`config.mk`:
```
export PLATFORM = sky130hd
export DESIGN_NAME = seg_scan_mux
export DESIGN_NICKNAME = d
export VERILOG_FILES = /design/src/rtl/seg_pkg.sv /design/src/rtl/seg_prescaler.sv /design/src/rtl/seg_scan_mux.sv
export SDC_FILE = /design/constraint.sdc
export NUM_CORES = 1
export LEC_CHECK = 0
export ABC_CLOCK_PERIOD_IN_PS = 2500
export CORE_ASPECT_RATIO = 1.4
export CORE_UTILIZATION = 40
export CTS_BUF_LIST = sky130_fd_sc_hd__clkbuf_8
export DETAILED_ROUTE_END_ITERATION = 8
export MAX_ROUTING_LAYER = met4
export PLACE_DENSITY = 0.65
export SLEW_MARGIN = 5
export SYNTH_ARGS = -nofsm -noshare
export SYNTH_HDL_FRONTEND = slang
export SYNTH_SLANG_ARGS = --single-unit
```
`constraint.sdc`:
```
create_clock -name clk -period 2.5 [get_ports clk]
set_clock_uncertainty 0.1 [all_clocks]
set_input_delay 0.5 -clock clk [delete_from_list [all_inputs] [get_ports clk]]
set_output_delay 0.5 -clock clk [all_outputs]
set_load 0.05 [all_outputs]
```
`src/rtl/seg_pkg.sv`:
```
// Shared definitions for the segment display blocks: blank code, digit count
// and the per-digit segment byte types.
package seg_pkg;

    localparam logic [7:0] SEG_BLANK = 8'hFF;
    localparam int         N_DIGITS  = 8;

    typedef logic [7:0] seg_t;
    typedef seg_t       seg_arr_t [N_DIGITS];

endpackage

```
`src/rtl/seg_prescaler.sv`:
```
// Free-running slot prescaler: counts 0..DIV-1 and flags the last cycle of
// each slot with tick. Shared by several display scanners.
module seg_prescaler #(
    parameter  int DIV = 4096,
    localparam int CW  = (DIV > 1) ? $clog2(DIV) : 1
) (
    input  logic          clk,
    input  logic          rst,
    output logic          tick,
    output logic [CW-1:0] cnt
);

    localparam logic [CW-1:0] LAST = CW'(DIV - 1);

    // Tick marks the final cycle of a slot, so the wrap and the tick coincide.
    always_comb begin
        tick = (cnt == LAST);
    end

    // Slot counter with wrap at DIV-1.
    always_ff @(posedge clk or negedge rst) begin
        if (!rst) begin
            cnt <= '0;
        end else if (tick) begin
            cnt <= '0;
        end else begin
            cnt <= cnt + 1'b1;
        end
    end

endmodule

```
`src/rtl/seg_scan_mux.sv`:
```
// Eight-digit segment scanner: double-buffered capture of eight active-low
// segment bytes, frame-aligned buffer swap, and time-multiplexed drive of a
// shared segment bus with one-hot active-low digit enables.
// Optional build macro SCAN_BLANK_EN: blanks the first BLANK cycles of each
// digit slot (anti-ghosting dead time); without it BLANK is ignored.
module seg_scan_mux
    import seg_pkg::*;
#(
    parameter int DIV   = 4096,
    parameter int BLANK = 4
) (
    input  logic        clk,
    input  logic        rst,
    input  logic [63:0] seg_in,
    input  logic        load,
    output logic [7:0]  seg_out,
    output logic [7:0]  an,
    output logic        frame_done
);

    localparam int CW = (DIV > 1) ? $clog2(DIV) : 1;

    logic          tick;
    logic [CW-1:0] presc_cnt;
    logic [2:0]    idx;
    logic [2:0]    next_idx;
    logic          boundary;
    logic          blank_next;
    logic          pend_valid;
    seg_arr_t      pending;
    seg_arr_t      active;
    seg_arr_t      next_active;
    seg_arr_t      seg_in_arr;

    seg_prescaler #(
        .DIV (DIV)
    ) u_prescaler (
        .clk  (clk),
        .rst  (rst),
        .tick (tick),
        .cnt  (presc_cnt)
    );

    // Split the flat input bus into one byte per digit.
    always_comb begin
        for (int i = 0; i < N_DIGITS; i++) begin
            seg_in_arr[i] = seg_in[8*i +: 8];
        end
    end

    // Digit index advance and frame boundary (last cycle of digit 7's slot).
    always_comb begin
        boundary = tick && (idx == 3'd7);
        next_idx = idx;
        if (tick) begin
            next_idx = (idx == 3'd7) ? 3'd0 : idx + 3'd1;
        end
    end

    // Buffer contents after this edge; a load on the boundary bypasses pending.
    always_comb begin
        next_active = active;
        if (boundary) begin
            if (load) begin
                next_active = seg_in_arr;
            end else if (pend_valid) begin
                next_active = pending;
            end
        end
    end

`ifdef SCAN_BLANK_EN
    logic [CW-1:0] next_cnt;

    // Dead time covers the first BLANK cycles of every slot, judged on the
    // prescaler value the registered outputs will line up with.
    always_comb begin
        next_cnt   = tick ? '0 : presc_cnt + 1'b1;
        blank_next = (next_cnt < CW'(BLANK));
    end
`else
    logic unused_presc;

    // No dead time; the slot position is not needed here.
    always_comb begin
        unused_presc = ^presc_cnt;
        blank_next   = 1'b0;
    end
`endif

    // Pending capture and frame-aligned transfer into the active buffer.
    always_ff @(posedge clk or negedge rst) begin
        if (!rst) begin
            for (int i = 0; i < N_DIGITS; i++) begin
                pending[i] <= SEG_BLANK;
                active[i]  <= SEG_BLANK;
            end
            pend_valid <= 1'b0;
        end else begin
            active <= next_active;
            if (load) begin
                pending <= seg_in_arr;
            end
            if (boundary) begin
                pend_valid <= 1'b0;
            end else if (load) begin
                pend_valid <= 1'b1;
            end
        end
    end

    // Digit index register.
    always_ff @(posedge clk or negedge rst) begin
        if (!rst) begin
            idx <= 3'd0;
        end else begin
            idx <= next_idx;
        end
    end

    // Registered bus drive from the next-state index and buffer, so new data
    // appears on digit 0 on the same edge the index wraps.
    always_ff @(posedge clk or negedge rst) begin
        if (!rst) begin
            seg_out    <= SEG_BLANK;
            an         <= 8'hFF;
            frame_done <= 1'b0;
        end else begin
            frame_done <= boundary;
            if (blank_next) begin
                seg_out <= SEG_BLANK;
                an      <= 8'hFF;
            end else begin
                seg_out <= next_active[next_idx];
                an      <= ~(8'b1 << next_idx);
            end
        end
    end

endmodule

```
; Word-level counts from Yosys, hierarchy flattened
; Index checks and enable logic that the tools add are counted.
[classes]
n_addsub = 2
mul = 0
div = 0
n_lt_le_gt_ge = 1
n_eq_ne = 2
shifts = 1
muxes = 11
n_bitwise = 2
reduce_logical = 2
[op_table]
columns = operator, count
row1 = $mux W64, 3
row2 = $bmux W8 S3, 1
row3 = $mux W8, 2
row4 = $add A12 B1 Y12 const B, 1
row5 = $eq A12 B12 Y1 const B, 1
row6 = $mux W12, 1
row7 = $not A8 Y8, 1
row8 = $shl A1 B3 Y8 const A, 1
row9 = $mux W3, 2
row10 = $ge A4 B4 Y1 const B, 1
row11 = $not A3 Y4, 1
row12 = $add A3 B1 Y3 const B, 1
row13 = $eq A3 B3 Y1 const B, 1
row14 = $mux W1, 2
row15 = $reduce_bool A2 Y1, 1
row16 = $logic_and A1 B1 Y1, 1
[word_totals]
regBits = 161
latch_bits = 0
mem_bits_rw = 0
rom_bits = 0
input_bits = 67
output_inout_bits = 17
word_cells = 43
memories = 0

; Depth between registers and ports, before layout
[depth]
depth_word = 7
depth_mapped = 11

; Modules after synthesis
; From an unflattened synthesis, not the netlist that was laid out.
[unflattened]
hier_cells = 447
hier_area_um2 = 6754.0
[by_module_without_submodules]
columns = module, instances, cells_per_inst, area_per_inst_um2, seq_area_each_um2
row1 = seg_scan_mux, 1, 396, 6169.7, 3908.7
row2 = seg_prescaler, 1, 51, 584.3, 300.3

; Worst setup path before layout
; OpenSTA, ideal clock, no wires.
[synth_path]
kind = reg-to-reg
startpoint = register idx[1]
endpoint = register seg_out[2]
setup_time_ns = 0.098
arrival_ns = 2.478
path_slack_ns = -0.176
path_stages_with_launch = 12
synth_period_minus_slack_ns = 2.676
cell_sequence = dfrtp_1 > ha_1 > ha_1 > clkbuf_1 > nand3_1 > nor4_1 > buf_2 > buf_1 > nand2_1 > nand3_1 > o211ai_1 > a221oi_1
[synth_via]
elab_chain_cells = 7
word_cells_on_any_way = 10
classes_between = add/sub (1) / eq/ne (1) / mux (6) / bitwise (1) / reduce/logical (1)
[synth_rtl]
columns = item, line_no
row1 = start: declaration, seg_scan_mux.sv:25  ; logic [2:0] idx;
row2 = start signal: assignment, seg_scan_mux.sv:117  ; idx <= next_idx;
row3 = $add A3 B1 Y3 / $eq A3 B3 Y1 (equally long branches), "seg_scan_mux.sv:56, seg_scan_mux.sv:53"
row4 = $mux W3, seg_scan_mux.sv:56  ; next_idx = (idx == 3'd7) ? 3'd0 : idx + 3'd1;
row5 = $mux W3, seg_scan_mux.sv:55  ; if (tick) begin
row6 = $not A3 Y4 (implied by the code), seg_scan_mux.sv:134  ; seg_out <= next_active[next_idx];
row7 = $bmux W8 S3 (*), seg_scan_mux.sv:134
row8 = $mux W8 (implied by the code) (*) (2 in series), seg_scan_mux.sv:134
row9 = end signal: assignment, seg_scan_mux.sv:134
row10 = end: declaration, seg_scan_mux.sv:16  ; output logic [7:0] seg_out,
; Every way passes the cells marked *; elsewhere a longest branch is shown, timed or not. The select of a mux whose other input is x is not followed.
; A chain may end at the register's enable or synchronous reset.

; Worst setup path in the final report
[layout_path]
startpoint = register u_prescaler.cnt[1]
endpoint = register seg_out[4]
[layout_via]
elab_chain_cells = 6
word_cells_on_any_way = 8
classes_between = eq/ne (1) / mux (5) / bitwise (1) / reduce/logical (1)
[layout_rtl]
columns = item, line_no
row1 = start: declaration, seg_prescaler.sv:10  ; output logic [CW-1:0] cnt
row2 = start signal: assignment, seg_prescaler.sv:27  ; cnt <= cnt + 1'b1;
row3 = $eq A12 B12 Y1, seg_prescaler.sv:17  ; tick = (cnt == LAST);
row4 = $mux W3, seg_scan_mux.sv:55
row5 = net next_idx[2], seg_scan_mux.sv:26  ; logic [2:0] next_idx;
row6 = $not A3 Y4 (implied by the code), seg_scan_mux.sv:134
row7 = $bmux W8 S3, seg_scan_mux.sv:134
row8 = $mux W8 (implied by the code) (2 in series), seg_scan_mux.sv:134
; The timed path passes the listed nets, and every way through them passes these cells. The select of a mux whose other input is x is not followed.

==> flow_summary.toml <==
[outcome]
status = "finished, violations left"
violations = "negative setup slack"

[yosys]
synth_ff_type = "dfstp_2"
synth_cell_type_count = 52
syn_inst = 785
synth_edf_count = 0
ys_seq_area_share_pct = 53.0
synth.cell_area_mm2 = 0.00795
synthArstFlopShare_pct = 100
syn_area_per_cell_um2 = 10.1
syn-num-nets = 855
synth_seq_cells = 161
yosysWarnings = 0

[min_path]
min-delay-start = "active[28]"
hold_class = "register to register"

[detailed_routing]
drt-total-wl_mm = 21.2
routed-via-count = 6154
drt-wirelength-per-cell_um = 17.9
ant_nets = 0
drt_iter0_drc = 308
drc = 0
viasPerCell = 5.20
dr.pass1.iters = 5

[cts]
worstSkewPairLatency_ns = 0.48
cts.reportedPaths.clkPinSlew_ns = 0.09
numCtsBuffers = 17
cts_buffer_depth = 2
clock-root-buffer = "clkbuf_8"
cts_tree = "done"
cts_num_sinks = 161
cts-htree-levels = 4

[global_route]
antenna_found_initial = 0
grt_pass1_wl_mm = 32.8
globalRouteOverflowTotal = 0
grt_max_degree = 62
grtUsageTotal_pct = 22.0
grt_pass1_vias = 6111

[sta]
setup_viol = 4
rsz0062_at_grt = "true"
finalHoldViolCount = 0
worstMarginPinSlew_ns = 0.571
min_period_ns = 2.57
final.period_utilization_pct = 103
setup_slack_ns = -0.0722
relSlewSlack_pct = 61.9
slew_violations = 0
clock.fmax_mhz = 389

[placement]
dp_hpwl_mm = 14.3
place_inst = 1135
place_congestion = 0.840
io_buffers = 83

[layout]
syn2layout_area_growth_pct = 32.1
drive_above_1_share_pct = 38.0
utilization_pct = 54.2
nets = 993
antenna_cells = 0
final_cells = 1184

[critical_path]
r2r_start = "u_prescaler.cnt[1]"
cp-start-kind = "register"
cp.required_ns = 2.80
r2r_slack_ns = -0.07
critPathMaxFanout = 6
rr_worst_depth = 9
worstSetupPathType = "register to register"
cp-endpoint = "seg_out[4]"
cp-startpoint = "u_prescaler.cnt[1]"
arrival_ns = 2.87
end_kind = "register"
worst_r2r_endpoint = "seg_out[4]"

[floorplan]
rows = 60
die_area_mm2 = 0.0204
io_pins = 84
start_util_pct = 41.0
die_h_um = 169
die_x_um = 121
core_mm2 = 0.0194

[flow_run]
maxCapViolations = 0

[power_and_ir_drop]
irDropWorstVdd_mv = 0.306
p_leak_nw = 4.51
power.density_mw_per_mm2 = 496
[synth_stat cells, types with 4 or more instances]
library cell  count  share of area (%)
xnor2_1           4               0.44
inv_1            64                3.0
nor3_1           11               0.69
mux2_2           25                3.5
o21ai_0          71                4.5
o32a_1            8                1.0
buf_1            17               0.80
o32ai_1           4               0.44
buf_2             5               0.31
mux2i_1          67                8.4
clkbuf_1         26                1.2
a211oi_1         23                2.2
nor3b_1           7               0.66
a221oi_1          6               0.66
nor2b_1           7               0.55
nand2_1         105                5.0
xor2_1            5               0.55
dfstp_2         144                 48
a21o_1           24                2.3
nand3_1           8               0.50
nor2_1           38                1.8
dfrtp_1          17                5.4
a21oi_1          57                3.6
[layout by cell type, fill, tap and decap left out, drive strengths merged, types with 3 or more instances in the layout]
cell and n:
a21o 24, xnor2 4, o21ai 72, o32ai 4, nand2 105, ha 3, nor2 38, o211ai 3
a21oi 58, or2 3, nor4 3, buf 85, clkbuf 20, a221oi 6, mux2 25, nor3 11
clkdlybuf4s50 80, clkinv 5, mux2i 69, clkinvlp 4, inv 69, dfrtp 17, nor3b 7, dfstp 144
nor2b 7, a211oi 23, xor2 5, nand3 9, o32a 8, o22ai 3
[per-layer routing]
metal	global-route usage (%)	share of wire, %	vias to the layer above
li1	-	-	2984
met1	26.6	43	3011
met2	36.3	52	130
met3	4.08	3.3	29
met4	8.11	2.6	0
met5	-	0	-
[where the power goes]
| group | internal [W] | switching, W |
|---|---|---|
| Sequential | 0.00279 | 0.0000409 |
| Combinational | 0.000219 | 0.000247 |
| Clock | 0.000854 | 0.00106 |
| Total | 0.00387 | 0.00134 |
[what timing repair did]
action,4_1_cts,5_1_grt
hold buffers,1,0
setup endpoints to repair,7,8
setup buffers,12,4
cloned,1,1
endpoints found under the hold margin,3,0
resized for setup,22,57
pin swaps,8,19
[worst min-delay path by stage]
stage                             end  cells past startpoint  slack (ns)
after floorplan            frame_done                      0        0.10
after detailed placement  pending[43]                      2        0.36
after CTS                  active[28]                      2        0.37
final                      active[28]                      2        0.37
after global routing       active[28]                      2        0.39
after global placement     active[28]                      2        0.35
[cell families (layout without fill, tap and decap cells)]
logic type,Yosys count,in the layout,synth area share [%]
compound gates,208,208,16.0
buf+inv,115,266,5.64
mux,95,95,12.8
flops,161,161,53.0
simple gates,194,194,11.1
fa+ha+maj,3,3,0.472
xor+xnor,9,9,0.992
[area by class of cell]
type | instances | area, um2
multi-input combinational | 509 | 3650
tap | 248 | 310
fill | 1718 | 8870
sequential | 161 | 4210
clock buffer | 19 | 262
inverter | 66 | 254
clock inverter | 13 | 125
timing repair buffer | 168 | 1680
[worst max-delay path, stage by stage, from the launching register on]
cell and delay (ns):
dfrtp_1 0.41, ha_4 0.17, nand3_4 0.07, or4_4 0.52, buf_12 0.17, mux2i_4 0.19, inv_4 0.08, mux4_2 0.49
mux2i_2 0.19, mux2i_1 0.10
[flip-flops by register name (all words and copies together), names as in the netlist]
| register | flops |
|---|---|
| u_prescaler.cnt | 12 |
| pending | 64 |
| an | 8 |
| pend_valid | 1 |
| idx | 3 |
| active | 64 |
| frame_done | 1 |
| seg_out | 8 |
[through the flow]
stage | total power, W | hold slack (ns) | area (um2) | TNS (ns) | worst slack, ns
detailed placement | 0.00333 | 0.360 | 9570 | -0.184 | -0.131
global route | 0.00542 | 0.386 | 10500 | -0.717 | -0.145
global placement | 0.00332 | 0.352 | 9570 | -0.0456 | -0.0456
finish | 0.00521 | 0.370 | 10500 | -0.107 | -0.0722
CTS | 0.00524 | 0.374 | 10200 | -0.151 | -0.116
floorplan | 0.00308 | 0.104 | 7990 | 0 | 0.00995
(Power assumes the default switching activity.)
